==> src/rtl/fifo_4096_ctrl.sv <==
// Pointer/flag controller for the pointer-less fifo_4096 storage array.
// Latency: write strobe same cycle as push; pop_valid/pop_data one cycle after an accepted pop.
// Backpressure: push dropped while full, pop dropped while empty (no fall-through).
//
// Ports:
//   clk, reset            single clock, synchronous active-high reset
//   push, push_data       producer side; accepted when not full
//   pop, pop_data,        consumer side; accepted when not empty,
//   pop_valid             data returns one cycle later with pop_valid
//   full, empty,          status decoded from the occupancy counter
//   almost_full,
//   almost_empty, count
//   overflow, underflow   sticky error flags (only with FIFO_CTRL_ERR_EN)
//   write, read,          array-side strobes and addresses
//   wr_address,
//   rd_address
//   data_in, data_out     array data; data_in mirrors push_data, data_out
//                         is registered inside the array
//
// Build option: define FIFO_CTRL_ERR_EN to implement the sticky
// overflow/underflow registers; otherwise both outputs are tied low.

module fifo_4096_ctrl #(
    parameter int ADDR_WIDTH = 12,
    parameter int DATA_WIDTH = 8,
    parameter int AF_THRESH  = 4092,
    parameter int AE_THRESH  = 4
) (
    input  logic                  clk,
    input  logic                  reset,
    input  logic                  push,
    input  logic [DATA_WIDTH-1:0] push_data,
    input  logic                  pop,
    output logic [DATA_WIDTH-1:0] pop_data,
    output logic                  pop_valid,
    output logic                  full,
    output logic                  empty,
    output logic                  almost_full,
    output logic                  almost_empty,
    output logic [ADDR_WIDTH:0]   count,
    output logic                  overflow,
    output logic                  underflow,
    output logic                  write,
    output logic                  read,
    output logic [ADDR_WIDTH-1:0] wr_address,
    output logic [ADDR_WIDTH-1:0] rd_address,
    output logic [DATA_WIDTH-1:0] data_in,
    input  logic [DATA_WIDTH-1:0] data_out
);

    localparam int DEPTH = 1 << ADDR_WIDTH;
    localparam int CNT_W = ADDR_WIDTH + 1;

    localparam logic [CNT_W-1:0] DEPTH_C = CNT_W'(DEPTH);
    localparam logic [CNT_W-1:0] AF_C    = CNT_W'(AF_THRESH);
    localparam logic [CNT_W-1:0] AE_C    = CNT_W'(AE_THRESH);
    localparam logic [CNT_W-1:0] ONE_C   = CNT_W'(1);

    logic [ADDR_WIDTH-1:0] wr_ptr_q, wr_ptr_d;
    logic [ADDR_WIDTH-1:0] rd_ptr_q, rd_ptr_d;
    logic [CNT_W-1:0]      count_q, count_d;
    logic                  pop_valid_q, pop_valid_d;

    logic push_acc;
    logic pop_acc;
    logic full_w;
    logic empty_w;

    // Flags come straight from the occupancy counter, so they change on the
    // same edge as count and never need separate state.
    always_comb begin
        full_w       = (count_q == DEPTH_C);
        empty_w      = (count_q == '0);
        almost_full  = (count_q >= AF_C);
        almost_empty = (count_q <= AE_C);
    end

    assign full  = full_w;
    assign empty = empty_w;
    assign count = count_q;

    // Accept decisions use only the registered flags: a pop never sees a
    // word pushed in the same cycle, and a push never relies on a
    // same-cycle pop to make room. Reset masks both so the array is not
    // strobed while the controller is being cleared.
    always_comb begin
        push_acc = push & ~full_w  & ~reset;
        pop_acc  = pop  & ~empty_w & ~reset;
    end

    // Array drive
    assign write      = push_acc;
    assign read       = pop_acc;
    assign wr_address = wr_ptr_q;
    assign rd_address = rd_ptr_q;
    assign data_in    = push_data;

    // The array registers its read data on the accepting edge, so data_out
    // lines up with the registered pop_valid without another stage here.
    assign pop_data  = data_out;
    assign pop_valid = pop_valid_q;

    always_comb begin
        wr_ptr_d    = wr_ptr_q;
        rd_ptr_d    = rd_ptr_q;
        count_d     = count_q;
        pop_valid_d = pop_acc;

        // Pointers wrap naturally at DEPTH since they are exactly ADDR_WIDTH wide.
        if (push_acc) begin
            wr_ptr_d = wr_ptr_q + 1'b1;
        end
        if (pop_acc) begin
            rd_ptr_d = rd_ptr_q + 1'b1;
        end

        unique case ({push_acc, pop_acc})
            2'b10:   count_d = count_q + ONE_C;
            2'b01:   count_d = count_q - ONE_C;
            default: count_d = count_q;
        endcase
    end

    always_ff @(posedge clk) begin
        if (reset) begin
            wr_ptr_q    <= '0;
            rd_ptr_q    <= '0;
            count_q     <= '0;
            pop_valid_q <= 1'b0;
        end else begin
            wr_ptr_q    <= wr_ptr_d;
            rd_ptr_q    <= rd_ptr_d;
            count_q     <= count_d;
            pop_valid_q <= pop_valid_d;
        end
    end

`ifdef FIFO_CTRL_ERR_EN
    logic overflow_q, overflow_d;
    logic underflow_q, underflow_d;

    // Sticky: once a request is dropped the flag holds until reset.
    always_comb begin
        overflow_d  = overflow_q  | (push & full_w);
        underflow_d = underflow_q | (pop  & empty_w);
    end

    always_ff @(posedge clk) begin
        if (reset) begin
            overflow_q  <= 1'b0;
            underflow_q <= 1'b0;
        end else begin
            overflow_q  <= overflow_d;
            underflow_q <= underflow_d;
        end
    end

    assign overflow  = overflow_q;
    assign underflow = underflow_q;
`else
    assign overflow  = 1'b0;
    assign underflow = 1'b0;
`endif

endmodule

==> config.mk <==
export PLATFORM = sky130hd
export DESIGN_NAME = fifo_4096_ctrl
export DESIGN_NICKNAME = d
export VERILOG_FILES = /design/src/rtl/fifo_4096_ctrl.sv
export SDC_FILE = /design/constraint.sdc
export NUM_CORES = 1
export LEC_CHECK = 0
export BUFFER_PORTS_ARGS = -buffer_cell sky130_fd_sc_hd__buf_4
export CAP_MARGIN = 20
export CORE_MARGIN = 3
export CORE_UTILIZATION = 51
export CTS_BUF_LIST = sky130_fd_sc_hd__clkbuf_4 sky130_fd_sc_hd__clkbuf_8
export DETAILED_ROUTE_END_ITERATION = 10
export MAX_ROUTING_LAYER = met4
export PLACE_DENSITY_LB_ADDON = 0.05
export SLEW_MARGIN = 40
export SYNTH_ARGS = -nofsm -noshare
export SYNTH_HDL_FRONTEND = slang
export SYNTH_SLANG_ARGS = --single-unit
==> constraint.sdc <==
create_clock -name clk -period 4.2 [get_ports clk]
set_clock_uncertainty 0.2 [all_clocks]
set_input_delay 0.42 -clock clk [delete_from_list [all_inputs] [get_ports clk]]
set_output_delay 0.42 -clock clk [all_outputs]
set_load 0.02 [all_outputs]
==> reports/metrics.yaml <==
relSlewSlack: 0.567
rsz0062_at_grt: "no"
die_y_um: 71.8
ctsResizeCount: 0
viasPerCell: 5.32
reg2reg_from: "count[4]"
syn_area_um2: 2210
holdBufCountCts: 0
final_nets: 334
wl_per_cell_um: 13.6
cp.required_ns: 4.18
drtAntennaViolNets: 0
drc: 0
initial_core_util: 0.540
async_reset_ff_frac: 0
timing.final.crit_share: 0.944
yosys.area.top_type: "dfxtp_1"
first_pass_iters: 4
end_kind: "register"
ys_seq_elements: 38
clkSinkCount: 38
htreeDepth: 2
synth_edf_count: 0
synth_top_area_frac: 0.344
n_antenna_cell: 0
holdPathEnd: "wr_address[0]"
cts_max_path_buffers: 2
syn-instance-count: 259
routed_wirelength_um: 4760
reg2reg_slack_ns: 0.24
core-area_um2: 4090
hold_start: "reset"
ir_worst_vdd_v: 0.000245
drive_gt1_frac: 0.230
period_minus_slack_ns: 3.96
ys.flop_type: "dfxtp_1"
rr_worst_depth: 12
cellPowerDensity_nw_per_um2: 560
worst_r2r_endpoint: "count[12]"
antenna_found_initial: 0
grt_overflow: 0
insertion_delay_ns: 0.28
initialDrtViolationCount: 100
synthTopCellsByArea: "dfxtp_1, ha_1, xor2_1, nor2_1, buf_4"
clk_pin_slew_ns: 0.07
outcome: "complete, no violations"
synth-warning-count: 0
hold_violations: 0
dieArea_um2: 5160
clock.fmax_ghz: 0.252
clock-root-buffer: "clkbuf_8"
hold_depth: 2
synthTopCellsByCount: "dfxtp_1, nor2_1, xor2_1, nand2_1, buf_4"
gp_congestion: 0.939
track_usage: 0.198
ys_types: 38
ioPinCount: 82
dp_hpwl_um: 3660
cts_tree: "yes"
num_rows: 23
syn_area_per_cell_um2: 8.53
postCtsSetupBuffers: 0
setup_viol: 0
seq_area_frac_synth: 0.344
tightestPinTransition_ns: 0.646
io_buffers: 47
cts_buffers: 5
grt_pass1_wl_um: 7980
syn_to_final_growth_pct: 19.4
p_leak_nw: 1.20
drv_cap: 0
worst-setup-path-type: "register to register"
crit_path_start_kind: "register"
path_max_fanout: 9
crit_arrival_ns: 3.94
holdWs_ns: 0.233
via_count: 1863
die_w_um: 71.8
slew_viol_final: 0
grt_max_degree: 27
grt_pass1_vias: 1733
min_path_type: "input port to register"
fin_tns_setup_ns: 0
sequential cells by signal, indices dropped and copies added (netlist names):
register / cells
count: 13
wr_address: 12
rd_address: 12
pop_valid: 1
worst max-delay path: stages (launching register included):
cell and delay, ns:
dfxtp_1 0.36, or4_4 0.57, nor3_4 0.26, a21boi_2 0.19, nor2b_1 0.19, ha_2 0.24
fa_1 0.44, a211oi_1 0.25, nor2_1 0.11, a41oi_1 0.30, o31a_1 0.21, mux2i_1 0.20
mux2_2 0.34
through the flow:
step	cell area (um^2)	setup WS (ns)	std cells	util	power [W]
final	2640	0.236	350	0.645	0.00148
after global routing	2640	0.0479	350	0.645	0.00159
after CTS	2630	0.118	350	0.643	0.00148
after detailed placement	2530	0.152	342	0.620	0.00122
after global placement	2530	0.246	342	0.620	0.00121
after floorplan	2210	0.117	260	-	0.000989
cells by family after synthesis:
logic type               count (synthesis)  share of synthesized area
AND/OR/NAND/NOR                         99                      0.220
AO/OA/AOI/OAI                           43                      0.121
flip-flops                              38                      0.344
XOR/XNOR                                32                      0.127
buffers and inverters                   26                     0.0748
adder cells (fa/ha/maj)                 15                     0.0884
multiplexers                             5                     0.0232
other                                    1                    0.00170
power by group:
part | leakage [nW] | internal [W] | switching, W
clock network | 0.0517 | 0.000139 | 0.000122
registers | 0.307 | 0.000402 | 0.0000459
logic | 0.842 | 0.000330 | 0.000438
cell type report:
class                           instances  area (um^2)
Fill cell                             369         1450
Timing Repair Buffer                   55          413
Clock buffer                            7         90.1
Clock inverter                          1         5.00
Tap cell                               50         62.6
Multi-Input combinational cell        196         1290
Inverter                                3         11.3
Sequential cell                        38          761
metal layers:
| metal | global-route usage | share of wire | up-vias |
|---|---|---|---|
| met1 | 0.253 | 0.46 | 856 |
| li1 | - | - | 958 |
| met5 | - | 0 | - |
| met4 | 0.0543 | 0.013 | 0 |
| met2 | 0.306 | 0.47 | 41 |
| met3 | 0.0561 | 0.063 | 8 |
layout by cell type (no fill, tap or decap), types with 4 or more instances in the layout:
cell,Yosys,final
a21o_1,5,5
nand4_1,12,12
o21ai_0,10,10
a21oi_1,13,13
dfxtp_1,38,38
nor2_1,38,38
mux2i_1,4,4
ha_1,14,13
xor2_1,20,20
nor2b_1,4,4
xnor2_1,12,12
nand3_1,8,8
nand2_1,19,19
and3_1,7,7
clkbuf_8,0,6
buf_4,18,55
worst max-delay path by stage:
| stage | slack, ns | start | depth (start not counted) | end |
|---|---|---|---|---|
| 2_1_floorplan | 0.12 | count[4] | 12 | count[12] |
| 3_3_place_gp | 0.25 | count[4] | 12 | count[12] |
| 3_5_place_dp | 0.15 | count[4] | 12 | count[12] |
| 4_1_cts | 0.12 | count[4] | 12 | count[12] |
| 5_1_grt | 0.05 | count[4] | 12 | count[12] |
| 6_report | 0.24 | count[4] | 12 | count[12] |
Note: power is estimated with default switching activity, not from simulation.
